===== src/rtl/rv_ctrl_pkg.sv =====
// Shared types and encodings for the RV32 multi-cycle control unit.
// Imported by the ALU decoder and the main control FSM.
package rv_ctrl_pkg;

  typedef enum logic [3:0] {
    FETCH    = 4'd0,
    DECODE   = 4'd1,
    MEMADR   = 4'd2,
    MEMREAD  = 4'd3,
    MEMWRITE = 4'd4,
    MEMWB    = 4'd5,
    EXECUTER = 4'd6,
    EXECUTEI = 4'd7,
    ALUWB    = 4'd8,
    BEQ      = 4'd9,
    JAL      = 4'd10,
    TRAP     = 4'd11
  } state_t;

  localparam logic [6:0] OP_LW  = 7'b0000011;
  localparam logic [6:0] OP_SW  = 7'b0100011;
  localparam logic [6:0] OP_R   = 7'b0110011;
  localparam logic [6:0] OP_I   = 7'b0010011;
  localparam logic [6:0] OP_BR  = 7'b1100011;
  localparam logic [6:0] OP_JAL = 7'b1101111;

  typedef enum logic [1:0] {
    ALUOP_ADD   = 2'b00,
    ALUOP_SUB   = 2'b01,
    ALUOP_FUNCT = 2'b10,
    ALUOP_RSVD  = 2'b11
  } alu_op_t;

  typedef enum logic [2:0] {
    ALU_ADD = 3'b000,
    ALU_SUB = 3'b001,
    ALU_AND = 3'b010,
    ALU_OR  = 3'b011,
    ALU_SLT = 3'b101
  } alu_ctrl_t;

  localparam logic [1:0] IMM_I = 2'b00;
  localparam logic [1:0] IMM_S = 2'b01;
  localparam logic [1:0] IMM_B = 2'b10;
  localparam logic [1:0] IMM_J = 2'b11;

  localparam logic [1:0] RES_ALUOUT    = 2'b00;
  localparam logic [1:0] RES_DATA      = 2'b01;
  localparam logic [1:0] RES_ALURESULT = 2'b10;

  localparam logic [1:0] SRCA_PC    = 2'b00;
  localparam logic [1:0] SRCA_OLDPC = 2'b01;
  localparam logic [1:0] SRCA_RS1   = 2'b10;

  localparam logic [1:0] SRCB_RS2  = 2'b00;
  localparam logic [1:0] SRCB_IMM  = 2'b01;
  localparam logic [1:0] SRCB_FOUR = 2'b10;

  // Immediate format depends only on the opcode, never on the FSM state.
  function automatic logic [1:0] imm_src_for(input logic [6:0] op);
    case (op)
      OP_SW:   return IMM_S;
      OP_BR:   return IMM_B;
      OP_JAL:  return IMM_J;
      default: return IMM_I;
    endcase
  endfunction

endpackage


===== src/rtl/alu_decoder.sv =====
// Combinational ALU decoder: maps ALUOp and instruction fields onto the ALU
// operation select.
module alu_decoder
  import rv_ctrl_pkg::*;
(
  input  alu_op_t     alu_op,
  input  logic [2:0]  funct3,
  input  logic        op5,
  input  logic        funct7b5,
  output alu_ctrl_t   alu_control
);

  always_comb begin
    alu_control = ALU_ADD;
    case (alu_op)
      ALUOP_SUB: alu_control = ALU_SUB;
      ALUOP_FUNCT: begin
        case (funct3)
          // Only R-type (op[5]=1) may subtract; addi with imm[10]=1 still adds.
          3'b000:  alu_control = (op5 & funct7b5) ? ALU_SUB : ALU_ADD;
          3'b010:  alu_control = ALU_SLT;
          3'b110:  alu_control = ALU_OR;
          3'b111:  alu_control = ALU_AND;
          default: alu_control = ALU_ADD;
        endcase
      end
      default: alu_control = ALU_ADD;
    endcase
  end

endmodule


===== src/rtl/multicycle_control_fsm.sv =====
// Main control unit of the RV32 multi-cycle core: Moore sequencing FSM,
// branch resolution and ALU decode, driving all datapath enables and selects.
module multicycle_control_fsm
  import rv_ctrl_pkg::*;
#(
  parameter bit TRAP_ON_ILLEGAL = 1'b1
) (
  input  logic       clk,
  input  logic       reset,
  input  logic [6:0] op,
  input  logic [2:0] funct3,
  input  logic       funct7b5,
  input  logic       Zero,
  output logic       PCWrite,
  output logic       AdrSrc,
  output logic       MemWrite,
  output logic       IRWrite,
  output logic [1:0] ResultSrc,
  output logic [1:0] ALUSrcA,
  output logic [1:0] ALUSrcB,
  output logic [1:0] ImmSrc,
  output logic [2:0] ALUControl,
  output logic       RegWrite,
  output logic       illegal
);

  state_t    state, state_next;
  alu_op_t   alu_op;
  alu_ctrl_t alu_control;
  logic      pc_update, branch, mem_write, ir_write, reg_write;

  // NOTE: sequential state uses non-blocking assignments so every flop samples
  // pre-edge values; blocking here would create order-dependent simulation.
  always_ff @(posedge clk or negedge reset) begin
    if (!reset) state <= FETCH;
    else        state <= state_next;
  end

  always_comb begin
    state_next = FETCH;
    case (state)
      FETCH:  state_next = DECODE;
      DECODE: begin
        case (op)
          OP_LW, OP_SW: state_next = MEMADR;
          OP_R:         state_next = EXECUTER;
          OP_I:         state_next = EXECUTEI;
          OP_BR:        state_next = BEQ;
          OP_JAL:       state_next = JAL;
          default:      state_next = TRAP_ON_ILLEGAL ? TRAP : FETCH;
        endcase
      end
      MEMADR:   state_next = (op == OP_SW) ? MEMWRITE : MEMREAD;
      MEMREAD:  state_next = MEMWB;
      MEMWB:    state_next = FETCH;
      MEMWRITE: state_next = FETCH;
      EXECUTER: state_next = ALUWB;
      EXECUTEI: state_next = ALUWB;
      JAL:      state_next = ALUWB;
      ALUWB:    state_next = FETCH;
      BEQ:      state_next = FETCH;
      TRAP:     state_next = TRAP;
      default:  state_next = FETCH;
    endcase
  end

  // NOTE: every output gets a default before the case so no path leaves a
  // signal unassigned, which would otherwise infer a latch.
  always_comb begin
    pc_update = 1'b0;
    branch    = 1'b0;
    mem_write = 1'b0;
    ir_write  = 1'b0;
    reg_write = 1'b0;
    AdrSrc    = 1'b0;
    ResultSrc = RES_ALUOUT;
    ALUSrcA   = SRCA_PC;
    ALUSrcB   = SRCB_RS2;
    alu_op    = ALUOP_ADD;
    case (state)
      FETCH: begin
        ir_write  = 1'b1;
        pc_update = 1'b1;
        ALUSrcB   = SRCB_FOUR;
        ResultSrc = RES_ALURESULT;
      end
      DECODE: begin
        ALUSrcA = SRCA_OLDPC;
        ALUSrcB = SRCB_IMM;
      end
      MEMADR: begin
        ALUSrcA = SRCA_RS1;
        ALUSrcB = SRCB_IMM;
      end
      MEMREAD:  AdrSrc = 1'b1;
      MEMWRITE: begin
        AdrSrc    = 1'b1;
        mem_write = 1'b1;
      end
      MEMWB: begin
        ResultSrc = RES_DATA;
        reg_write = 1'b1;
      end
      EXECUTER: begin
        ALUSrcA = SRCA_RS1;
        alu_op  = ALUOP_FUNCT;
      end
      EXECUTEI: begin
        ALUSrcA = SRCA_RS1;
        ALUSrcB = SRCB_IMM;
        alu_op  = ALUOP_FUNCT;
      end
      ALUWB: reg_write = 1'b1;
      BEQ: begin
        ALUSrcA = SRCA_RS1;
        alu_op  = ALUOP_SUB;
        branch  = 1'b1;
      end
      JAL: begin
        ALUSrcA   = SRCA_OLDPC;
        ALUSrcB   = SRCB_FOUR;
        pc_update = 1'b1;
      end
      default: ;
    endcase
  end

  alu_decoder u_alu_decoder (
    .alu_op      (alu_op),
    .funct3      (funct3),
    .op5         (op[5]),
    .funct7b5    (funct7b5),
    .alu_control (alu_control)
  );

  // Enables are gated by reset so nothing writes while the core is held.
  // funct3[0] flips the sense of Zero: beq takes on Zero, bne on !Zero.
  assign PCWrite    = reset & (pc_update | (branch & (Zero ^ funct3[0])));
  assign IRWrite    = reset & ir_write;
  assign MemWrite   = reset & mem_write;
  assign RegWrite   = reset & reg_write;
  assign ImmSrc     = imm_src_for(op);
  assign ALUControl = alu_control;
  assign illegal    = (state == TRAP);

endmodule


===== config.mk =====
export PLATFORM = sky130hd
export DESIGN_NAME = multicycle_control_fsm
export DESIGN_NICKNAME = d
export VERILOG_FILES = /design/src/rtl/rv_ctrl_pkg.sv /design/src/rtl/alu_decoder.sv /design/src/rtl/multicycle_control_fsm.sv
export SDC_FILE = /design/constraint.sdc
export NUM_CORES = 1
export LEC_CHECK = 0
export ABC_AREA = 0
export CAP_MARGIN = 0
export CORE_MARGIN = 8
export CORE_UTILIZATION = 39
export CTS_CLUSTER_SIZE = 40
export DETAILED_ROUTE_END_ITERATION = 12
export GPL_TIMING_DRIVEN = 0
export HOLD_SLACK_MARGIN = 0.1
export PLACE_DENSITY = 0.79
export SETUP_SLACK_MARGIN = 0.3
export SYNTH_ARGS = -nofsm -noshare
export SYNTH_HDL_FRONTEND = slang
export SYNTH_SLANG_ARGS = --single-unit
export TNS_END_PERCENT = 100

===== constraint.sdc =====
create_clock -name clk -period 1.8 [get_ports clk]
set_input_delay 0.18 -clock clk [delete_from_list [all_inputs] [get_ports clk]]
set_output_delay 0.18 -clock clk [all_outputs]
set_load 0.05 [all_outputs]

# Yosys cells after proc, flatten, opt, wreduce, memory -nomap -nowiden
# Cells that the tools add are included.
# Widths: inputs -> output; s select.
[op_classes]
n_eq_ne = 22
n_mux = 17
n_bitwise = 8
reduce_logical = 11
[ops]
columns = ["operator", "count"]
rows = [
  ["$pmux 4 s6", 1],
  ["$pmux 4 s5", 1],
  ["$eq 4x3->1 const B", 4],
  ["$eq 4x4->1 const B", 4],
  ["$pmux 2 s2", 4],
  ["$eq 7x6->1 const B", 2],
  ["$eq 7x7->1 const B", 2],
  ["$pmux 3 s4", 1],
  ["$reduce_or 2->1", 6],
  ["$eq 4x2->1 const B", 2],
  ["$eq 7x2->1 const B", 1],
  ["$eq 7x5->1 const B", 1],
  ["$mux 1", 7],
  ["$and 1x1->1", 6],
  ["$eq 3x3->1 const B", 2],
  ["$pmux 2 s3", 1],
  ["$pmux 3 s2", 1],
  ["$reduce_or 3->1", 2],
  ["$eq 4x1->1 const B", 1],
  ["$logic_not 4->1", 1],
  ["$reduce_or 4->1", 1],
  ["$eq 3x2->1 const B", 1],
  ["$logic_not 3->1", 1],
  ["$mux 3", 1],
  ["other kinds (4)", 4],
]
[word_totals]
ff_bits = 4
in_bits = 14

# Longest topological paths before layout
[logic_depth]
word_depth = 5
ltp_mapped = 7
mapped_depth_nobuf = 7

# By module
# Synthesis repeated with hierarchy kept, for this count alone.
[unflattened]
cells_unflattened = 83
hier_area_um2 = 593.1
[modules_own_cells]
columns = ["mod", "n_inst", "cells_each", "area_per_inst_um2", "seq_area_each_um2"]
rows = [
  ["multicycle_control_fsm", 1, 72, 496.7, 100.1],
  ["alu_decoder", 1, 11, 96.3, 0.0],
]

# Worst setup path after synthesis
# Ideal clock, no wire load.
[synth_timing]
path_type = "register to output"
start = "register state[2]"
end = "output PCWrite"
arrival_ns = 2.496
required_time_ns = 1.620
setup_slack_ns = -0.876
path_stages_with_launch = 5
path_buffers = 1
cell_sequence = "dfrtp_1 > buf_2 > nor3_1 > a21oi_1 > nor2b_1"
[synth_between]
elab_chain_len = 5
word_cells_on_any_way = 9
cone_classes = "eq/ne: 2; mux: 2; bitwise: 3; reduce/logical: 2"
[synth_lines]
columns = ["element", "line_no", "rtl"]
rows = [
  ["start, declared", "multicycle_control_fsm.sv:27", "state_t state, state_next;"],
  ["start signal, assigned", "multicycle_control_fsm.sv:36", "else state <= state_next;"],
  ["$eq 4x4->1 / $logic_not 4->1 (equally long branches)", "multicycle_control_fsm.sv:80", "case (state)"],
  ["$reduce_or 2->1 (no line) / $mux 1 (equally long branches)", "n/a", ""],
  ["$mux 1 / $and 1x1->1 (equally long branches)", "multicycle_control_fsm.sv:80, multicycle_control_fsm.sv:138", ""],
  ["$or 1x1->1 (*)", "multicycle_control_fsm.sv:138", "assign PCWrite = reset & (pc_update | (branch & (Zero ^ funct3[0])));"],
  ["$and 1x1->1 (*)", "multicycle_control_fsm.sv:138", ""],
  ["end, declared", "multicycle_control_fsm.sv:14", "output logic PCWrite,"],
]
# Every way passes the cells marked *; elsewhere a longest branch is shown, timed or not.

# Worst setup path in the final report
[layout_timing]
start = "register state[1]"
end = "output ALUControl[0]"
[layout_between]
elab_chain_len = 5
word_cells_on_any_way = 8
cone_classes = "eq/ne: 5; mux: 2; reduce/logical: 1"
[layout_lines]
columns = ["element", "line_no", "rtl"]
rows = [
  ["$eq 4x3->1", "multicycle_control_fsm.sv:80", ""],
  ["$reduce_or 2->1 (no line)", "n/a", ""],
  ["$pmux 2 s2 (*)", "multicycle_control_fsm.sv:80", ""],
  ["$eq 2x2->1 / $eq 2x1->1 (equally long branches)", "alu_decoder.sv:15", "case (alu_op)"],
  ["$pmux 3 s2 (*)", "alu_decoder.sv:15", ""],
  ["end, declared", "multicycle_control_fsm.sv:22", "output logic [2:0] ALUControl,"],
]
# Marks and branches as above.

==> results.cfg <==
[outcome]
status = complete, but fails checks
violations = setup timing

[clock_network]
clock_latency_ps = 250
cts_tree = yes
ctsLongestPathBuffers = 2
cts_max_level = 1
numCtsBuffers = 3
cts_sinks = 4
path_clk_slew_ps = 50
cts_hold_buffers = 0
cts_root_buf = clkbuf_4

[timing]
layout_worst_path_cycle_share_pct = 106
relSlewSlack_pct = 76.1
fin_ws_ps = -111
rsz0062_at_grt = true
hold_violations = 0
slew_viol_final = 0
fmax_ghz = 0.523
fin_tns_setup_ps = -230
worst_pin_slew_ps = 355
fin_crit_ps = 1910
setup_viol = 4
clock_skew_ps = 9.66

[floorplanning]
die_h_um = 55.4
rows = 14
core_area_um2 = 1470
dieArea_um2 = 3070
io_pins = 31
die_w_um = 55.4
start_util_pct = 41.1

[pwr]
pwr-share-comb_pct = 88.7
p_sw_share_pct = 52.4
p_per_area_nw_per_um2 = 1940
leakagePower_nw = 0.638
p_int_w = 0.00133
power_frac_seq_pct = 6.9
p_clk_share_pct = 4.4
power.switching_w = 0.00146
max-vdd-ir-drop_uv = 1330

[worst_setup_path]
cp.required_ps = 1620
rr_startpoint = state[2]
startpoint_type = flip-flop
ff2ff_path_depth = 7
crit_type = flip-flop to primary output
arrival_ps = 1730
cp-end-kind = primary output
r2r-end = state[1]
crit_path_max_fanout = 3
crit_end = ALUControl[0]
reg2reg_setup_slack_ps = 150
crit_start = state[1]

[global_route]
grt_max_degree = 11
grt_first_pass_wirelength_um = 4030
antenna_found_initial = 0
grt_pass1_vias = 811
grt_usage_pct = 16.2
grt_remaining_overflow = 0

[detailed_routing]
drt_iter0_drc = 23
drc = 0
wire_per_inst_um = 23.2
wirelength_um = 3520
vias_per_cell = 6.07
final_antenna_net_count = 0
routed-via-count = 922
dr.pass1.iters = 4

[layout]
final_common_cell = buf_6
largest_reg_flops = 4
finalInstanceArea_um2 = 1440
layout_common_cells = 23 x buf_6, 12 x buf_4, 6 x nor3_4, 6 x clkdlybuf4s50_1
area_growth_syn_to_layout_pct = 138
num_antenna_cells = 0
drive_gt1_share_pct = 64.7
fillerInstances = 19
fin_cells = 152
top_regs = state: 4 flops
finish.utilization_pct = 97.7
final_nets = 154
top_register = state

[placed_design]
place.gp.congestion = 0.754
place_inst = 130
hpwlAfterDp_um = 1520
port_buffers = 30
place_area_um2 = 1050

[yosys]
synth.avg_cell_area_um2 = 7.19
synth.cell_area_um2 = 604
yosysTopAreaCell = dfrtp_1
synthCells = 84
yosysWarnings = 0
yosysTopAreaCellShare_pct = 16.6
ys_async_sr_fraction_pct = 100
synth.distinct_cells = 35
synth-seq-cells = 4
synth_ff_type = dfrtp_1
synth_edf_count = 0
yosys-top-cells-area = dfrtp_1 17%, nand2b_1 8.3%, nor2_1 6.8%
syn_nets = 100
ys_seq_area_share_pct = 16.6

[job]
drv_cap = 0

[worst_hold_path]
hold_class = input pin to async pin
kinds of logic (layout without fill, tap and decap cells):
logic type	after synthesis	in the layout	synth area share, %
mux	1	1	1.86
buf+inv	10	62	8.49
fa+ha+maj	2	2	4.14
flops	4	4	16.6
simple gates	45	45	43.1
xor+xnor	4	4	5.80
compound gates	18	18	20.1
worst min-delay path by stage:
| stage | startpoint | slack [ps] | cells past startpoint | end |
|---|---|---|---|---|
| finish | reset | 210 | 1 | state[3] |
| global route | reset | 230 | 1 | state[3] |
| CTS | reset | 200 | 1 | state[3] |
| detailed placement | reset | 430 | 1 | state[3] |
| global placement | reset | 430 | 1 | state[3] |
| floorplan | reset | -120 | 0 | state[0] |
synthesized netlist by cell type, types with 2 or more instances:
library cell	instances
ha_1	2
nor3_1	7
nand3b_1	3
nand2b_1	8
xor2_1	3
inv_1	5
nand2_1	8
dfrtp_1	4
buf_2	2
a21oi_1	7
nor2_1	11
timing repair:
item	in CTS	in global routing
cloned	0	0
buffers inserted	9	10
setup endpoints to repair	17	20
pin swaps	7	9
gates resized for setup	139	41
power groups by stage:
| stage | Clock [W] | Sequential, W | Combinational (W) |
|---|---|---|---|
| after CTS | 0.000119 | 0.000194 | 0.00183 |
| after global routing | 0.000123 | 0.000196 | 0.00257 |
| after global placement | 0 | 0.000186 | 0.00152 |
| final | 0.000122 | 0.000193 | 0.00247 |
| after floorplan | 0 | 0.000176 | 0.00115 |
| after detailed placement | 0 | 0.000188 | 0.00153 |
through the flow:
step | hold slack [ps] | power (W) | worst slack (ps)
4_1_cts | 196 | 0.00214 | -32.2
3_3_place_gp | 432 | 0.00170 | -565
2_1_floorplan | -116 | 0.00133 | 81.3
6_report | 210 | 0.00279 | -111
5_1_grt | 225 | 0.00289 | -125
3_5_place_dp | 429 | 0.00171 | -580
per-layer routing:
metal / global-route usage, % / up-vias / routed length (µm)
met1: 16.7 / 454 / 1310
li1: - / 404 / -
met3: 5.25 / 13 / 204
met2: 25.5 / 51 / 1860
met4: 14.4 / 0 / 150
met5: 0 / - / 0
final cells by class:
cell class / instances / area (µm²) / area share, %
plain buffers: 5 / 67.6 / 4.70
flip-flops and latches: 4 / 103 / 7.14
repair buffers: 49 / 508 / 35.3
well taps: 16 / 20.0 / 1.39
clock buffers: 3 / 22.5 / 1.57
inverters: 5 / 21.3 / 1.48
multi-input cells: 70 / 696 / 48.4
worst max-delay path: stages (launching register included):
cell	delay, ps
dfrtp_1	420
buf_4	180
nor2_4	140
nand2_4	80
inv_1	130
ha_4	170
a31oi_4	30
nor2_2	150
buf_6	180
(Power assumes the default switching activity.)
